[src/rtl/fir_frame_ctrl.sv]
// fir_frame_ctrl: frame sequencer between a byte-wide UART receiver, a 32-bit
// FIR datapath and a byte-wide UART transmitter.
//   clk, rst (async, active low), enable (level; low returns to IDLE)
//   rx_valid/rx_data   : received byte strobe and data
//   fir_start/fir_din  : FIR launch pulse and assembled sample (held)
//   fir_dout           : FIR result, captured FIR_LAT cycles after launch
//   tx_start/tx_byte   : transmit strobe and byte (held while sending)
//   tx_busy            : transmitter busy
//   busy, frame_done, timeout_err, overrun_err, frame_count : status
module fir_frame_ctrl #(
  parameter int unsigned FIR_LAT    = 7,
  parameter int unsigned RX_GAP_MAX = 50000
) (
  input  logic        clk,
  input  logic        rst,
  input  logic        enable,
  input  logic        rx_valid,
  input  logic [7:0]  rx_data,
  output logic        fir_start,
  output logic [31:0] fir_din,
  input  logic [31:0] fir_dout,
  output logic        tx_start,
  output logic [7:0]  tx_byte,
  input  logic        tx_busy,
  output logic        busy,
  output logic        frame_done,
  output logic        timeout_err,
  output logic        overrun_err,
  output logic [15:0] frame_count
);

  typedef enum logic [2:0] {
    IDLE, RX, FIR_START, FIR_WAIT, TX_START, TX_HOLD, TX_WAIT, DONE
  } state_e;

  localparam logic [7:0]  LAT_LAST = 8'(FIR_LAT - 1);
  localparam logic [31:0] GAP_LAST = 32'(RX_GAP_MAX - 1);

  state_e      state_q, state_d;
  logic [31:0] word_q, word_d;
  logic [1:0]  byte_cnt_q, byte_cnt_d;
  logic [31:0] gap_q, gap_d;
  logic [7:0]  lat_q, lat_d;
  logic [31:0] result_q, result_d;
  logic [1:0]  idx_q, idx_d;
  logic [31:0] fir_din_q, fir_din_d;
  logic [7:0]  tx_byte_q, tx_byte_d;
  logic [15:0] count_q, count_d;
  logic        busy_q, busy_d;
  logic        fir_start_q, fir_start_d;
  logic        tx_start_q, tx_start_d;
  logic        frame_done_q, frame_done_d;
  logic        timeout_q, timeout_d;
  logic        overrun_q, overrun_d;

  function automatic logic [7:0] pick_byte(input logic [31:0] w, input logic [1:0] i);
    case (i)
      2'd0:    pick_byte = w[31:24];
      2'd1:    pick_byte = w[23:16];
      2'd2:    pick_byte = w[15:8];
      default: pick_byte = w[7:0];
    endcase
  endfunction

  // Pulse outputs are computed from the transition being taken, so each is
  // registered yet lines up with the state it belongs to.
  always_comb begin
    state_d      = state_q;
    word_d       = word_q;
    byte_cnt_d   = byte_cnt_q;
    gap_d        = gap_q;
    lat_d        = lat_q;
    result_d     = result_q;
    idx_d        = idx_q;
    fir_din_d    = fir_din_q;
    tx_byte_d    = tx_byte_q;
    count_d      = count_q;
    busy_d       = busy_q;
    fir_start_d  = 1'b0;
    tx_start_d   = 1'b0;
    frame_done_d = 1'b0;
    timeout_d    = 1'b0;
    overrun_d    = rx_valid && (state_q != RX);

    if (!enable) begin
      state_d    = IDLE;
      byte_cnt_d = '0;
      gap_d      = '0;
      lat_d      = '0;
      idx_d      = '0;
      busy_d     = 1'b0;
    end else begin
      case (state_q)
        IDLE: state_d = RX;

        RX: begin
          if (rx_valid) begin
            word_d = {word_q[23:0], rx_data};
            gap_d  = '0;
            busy_d = 1'b1;
            if (byte_cnt_q == 2'd3) begin
              fir_din_d   = {word_q[23:0], rx_data};
              byte_cnt_d  = '0;
              fir_start_d = 1'b1;
              state_d     = FIR_START;
            end else begin
              byte_cnt_d = byte_cnt_q + 2'd1;
            end
          end else if (byte_cnt_q != 2'd0) begin
            if (gap_q == GAP_LAST) begin
              byte_cnt_d = '0;
              gap_d      = '0;
              busy_d     = 1'b0;
              timeout_d  = 1'b1;
            end else begin
              gap_d = gap_q + 32'd1;
            end
          end
        end

        FIR_START: begin
          lat_d   = '0;
          state_d = FIR_WAIT;
        end

        FIR_WAIT: begin
          if (lat_q == LAT_LAST) begin
            result_d   = fir_dout;
            idx_d      = '0;
            tx_byte_d  = pick_byte(fir_dout, 2'd0);
            tx_start_d = 1'b1;
            state_d    = TX_START;
          end else begin
            lat_d = lat_q + 8'd1;
          end
        end

        TX_START: state_d = TX_HOLD;

        // Gives the transmitter one cycle to raise tx_busy.
        TX_HOLD: state_d = TX_WAIT;

        TX_WAIT: begin
          if (!tx_busy) begin
            if (idx_q == 2'd3) begin
              frame_done_d = 1'b1;
              count_d      = count_q + 16'd1;
              state_d      = DONE;
            end else begin
              idx_d      = idx_q + 2'd1;
              tx_byte_d  = pick_byte(result_q, idx_q + 2'd1);
              tx_start_d = 1'b1;
              state_d    = TX_START;
            end
          end
        end

        DONE: begin
          busy_d  = 1'b0;
          state_d = RX;
        end

        default: state_d = IDLE;
      endcase
    end
  end

  always_ff @(posedge clk or negedge rst) begin
    if (!rst) begin
      state_q      <= IDLE;
      word_q       <= '0;
      byte_cnt_q   <= '0;
      gap_q        <= '0;
      lat_q        <= '0;
      result_q     <= '0;
      idx_q        <= '0;
      fir_din_q    <= '0;
      tx_byte_q    <= '0;
      count_q      <= '0;
      busy_q       <= 1'b0;
      fir_start_q  <= 1'b0;
      tx_start_q   <= 1'b0;
      frame_done_q <= 1'b0;
      timeout_q    <= 1'b0;
      overrun_q    <= 1'b0;
    end else begin
      state_q      <= state_d;
      word_q       <= word_d;
      byte_cnt_q   <= byte_cnt_d;
      gap_q        <= gap_d;
      lat_q        <= lat_d;
      result_q     <= result_d;
      idx_q        <= idx_d;
      fir_din_q    <= fir_din_d;
      tx_byte_q    <= tx_byte_d;
      count_q      <= count_d;
      busy_q       <= busy_d;
      fir_start_q  <= fir_start_d;
      tx_start_q   <= tx_start_d;
      frame_done_q <= frame_done_d;
      timeout_q    <= timeout_d;
      overrun_q    <= overrun_d;
    end
  end

  assign fir_start   = fir_start_q;
  assign fir_din     = fir_din_q;
  assign tx_start    = tx_start_q;
  assign tx_byte     = tx_byte_q;
  assign busy        = busy_q;
  assign frame_done  = frame_done_q;
  assign timeout_err = timeout_q;
  assign overrun_err = overrun_q;
  assign frame_count = count_q;

endmodule

[config.mk]
export PLATFORM = sky130hd
export DESIGN_NAME = fir_frame_ctrl
export DESIGN_NICKNAME = d
export VERILOG_FILES = /design/src/rtl/fir_frame_ctrl.sv
export SDC_FILE = /design/constraint.sdc
export NUM_CORES = 1
export LEC_CHECK = 0
export ABC_AREA = 0
export BUFFER_PORTS_ARGS = -buffer_cell sky130_fd_sc_hd__buf_2
export CORE_ASPECT_RATIO = 0.7
export CORE_MARGIN = 2
export CORE_UTILIZATION = 50
export DETAILED_ROUTE_END_ITERATION = 8
export GPL_TIMING_DRIVEN = 1
export PLACE_DENSITY_LB_ADDON = 0.25
export SYNTH_ARGS = -nofsm -noshare
export SYNTH_HDL_FRONTEND = slang
export SYNTH_SLANG_ARGS = --single-unit
[constraint.sdc]
create_clock -name clk -period 5.7 [get_ports clk]
set_input_delay 0.57 -clock clk [delete_from_list [all_inputs] [get_ports clk]]
set_output_delay 0.57 -clock clk [all_outputs]
set_load 0.03 [all_outputs]
==> impl_metrics.yaml <==
outcome:
  outcome: "finished clean"
timing:
  tightest_slew_ps: 1020
  drv_slew: 0
  fin_crit_ps: 2750
  period_share: 0.483
  max_freq_mhz: 363
  rsz0062_at_grt: "no"
  setup-tns-final_ps: 0
  setup_viol: 0
  skew_ps: 10.6
  maxSlewHeadroom: 0.320
  finalHoldViolCount: 0
critical_path:
  crit_type: "reg2reg"
  crit_arrival_ps: 3100
  cp_slowest_stage_delay_ps: 660
  cp.required_ps: 6040
  cp_max_fo: 20
  cp-end-kind: "flip-flop"
  crit_chain: "nand3b_1 -> nor3_2 -> nand4_1 -> nor3b_1 -> xor2_1"
  slowest_stage: "nor3_2"
  critPathLaunchType: "flip-flop"
  critPathBufInv: 0
  cp_top_family: "simple AND/OR/NAND/NOR gates"
cts:
  cts.sinks: 165
  clock_latency_ps: 420
  cts_tree: "yes"
  clk_pin_slew_worst_paths_ps: 70
  post_cts_buffers: 0
  root_buffer: "clkbuf_16"
  cts.path.max_buffers: 2
  cts_buffers: 17
  postCtsHoldBufs: 0
  ctsResizeCount: 0
  htreeDepth: 4
grt:
  overflow: 0
  grt_pass1_wl_um: 24700
  grt_util_all_layers: 0.198
  grt_pass1_vias: 5001
  grt_start_max_net_pins: 117
  antenna_found_initial: 0
detailed_routing:
  post_drt_wl_per_cell_um: 15.7
  drc: 0
  drtAntennaViolNets: 0
  route.final.wire_length_um: 14700
  drtIter0Drc: 394
  dr.pass1.iters: 5
  via_per_inst: 5.53
  num_vias: 5169
synth:
  ys.flop_type: "dfrtp_1"
  synth_cell_types: 51
  ys_ff_latch: 165
  async_flop_share: 1.00
  yosysWarnings: 0
  avgSynthCellArea_um2: 11.8
  syn_nets: 685
  synthCells: 629
  synth_area_um2: 7400
  synth_edf_count: 0
  yosysSeqAreaShare: 0.558
floorplan:
  start_util: 0.507
  die-area_um2: 15800
  io_pins: 107
  fp.dieH_um: 106
  die_width_um: 149
  rows: 37
  core_um2: 14600
pwr:
  powerDensity_nw_per_um2: 307
  irDropWorstVdd_mv: 0.198
  p_leak_uw: 0.00418
min_path:
  hold_path_class: "in2async"
run:
  maxCapViolCount: 0
layout:
  drive_above_1_share: 0.339
  multiInputGateArea_um2: 3090
  area_growth_pct: 17.4
  fill_cells: 1194
  stdcell_count: 935
  final_common_cell: "dfrtp_1"
  final_cell_mix: "165 x dfrtp_1, 105 x buf_2, 97 x mux2_2"
  insertedDiodeCount: 0
  num-nets-final: 783
  register_area_um2: 4130
placement:
  hpwl_um: 10200
  routabilityCongestion: 0.834
  dpl.cell_count: 903
  port_buffers: 106
## through the flow
stage	cell area (um2)	util	power [uW]	setup slack (ps)	hold WS [ps]
after global routing	8680	0.595	2780	2630	362
after global placement	8090	0.555	1550	3100	455
after detailed placement	8090	0.555	1560	3010	476
after CTS	8680	0.595	2690	2970	343
after floorplan	7400	-	1460	3540	274
final	8680	0.595	2660	2950	287
## Yosys cell counts, drive strengths merged (2+ instances only)
master    n  area, um2
xor2     27        236
nand3    14       75.1
nor4b     4       41.3
and3     11       68.8
nor2b     2       12.5
nand2b    4       25.0
and4      6       52.6
mux2     97       1090
nor4      8       50.1
a21o      2       15.0
o22ai     4       25.0
o211ai    3       22.5
dfrtp   165       4130
or3      10       62.6
ha       11        138
inv      11       41.3
a211oi    2       32.5
nor3b     3       22.5
xnor2    12        105
buf      10       51.3
a222oi    8       80.1
o21ai    26        130
nand4    22        138
clkbuf   23       86.3
a21oi    27        135
nand2    46        175
nor3      7       40.0
nor2     46        175
and2      5       31.3
## registers in the layout (all words and copies together), names as in the netlist
register     count
fir_din         32
gap_q           32
result_q        32
word_q          24
frame_count     16
lat_q            8
tx_byte          8
state_q          3
byte_cnt_q       2
idx_q            2
busy             1
fir_start        1
frame_done       1
overrun_err      1
timeout_err      1
tx_start         1
## where the power goes
part	switching, uW	total [uW]	internal [uW]	leakage (uW)
Combinational	120	220	101	0.00171
Clock	507	1130	621	0.000281
Sequential	55.9	1320	1260	0.00219
## per-layer routing
| metal | global-route usage | wire length [um] | up-vias | part of all wire |
|---|---|---|---|---|
| li1 | - | - | 2449 | - |
| met1 | 0.290 | 7100 | 2593 | 0.48 |
| met2 | 0.295 | 6810 | 113 | 0.46 |
| met3 | 0.0472 | 691 | 14 | 0.047 |
| met4 | 0.0537 | 113 | 0 | 0.0077 |
| met5 | 0 | 0 | - | 0 |
## path summary, 6_finish.rpt
check                           startpoint              end  slack [ps]  depth (start not counted)
setup / recovery                state_q[1]  frame_count[14]        2950                          5
hold / removal                         rst      fir_din[24]         290                          1
setup reg to reg                state_q[1]  frame_count[14]        2950                          5
hold reg to reg            frame_count[15]  frame_count[15]         480                          1
max in group asynchronous              rst        gap_q[27]        4180                          2
min in group clk               fir_dout[7]      result_q[7]         370                          2
## kinds of logic after synthesis
family / count (synthesis) / synth area share
and+or+nand+nor: 194 / 0.138
muxes: 97 / 0.148
DFF: 165 / 0.558
AOI/OAI and AO/OA: 79 / 0.0675
adders and majority gates: 11 / 0.0186
xor gates and xnor gates: 39 / 0.0462
buffers and inverters: 44 / 0.0242
## area by class of cell
cell class	instances	share of cell area
clock buffer	17	0.0490
clock inverter	15	0.0192
inverter	11	0.00476
multi-input combinational	420	0.356
sequential	165	0.476
tap	195	0.0281
timing repair buffer	112	0.0670
Note: power is estimated with default switching activity, not from simulation.
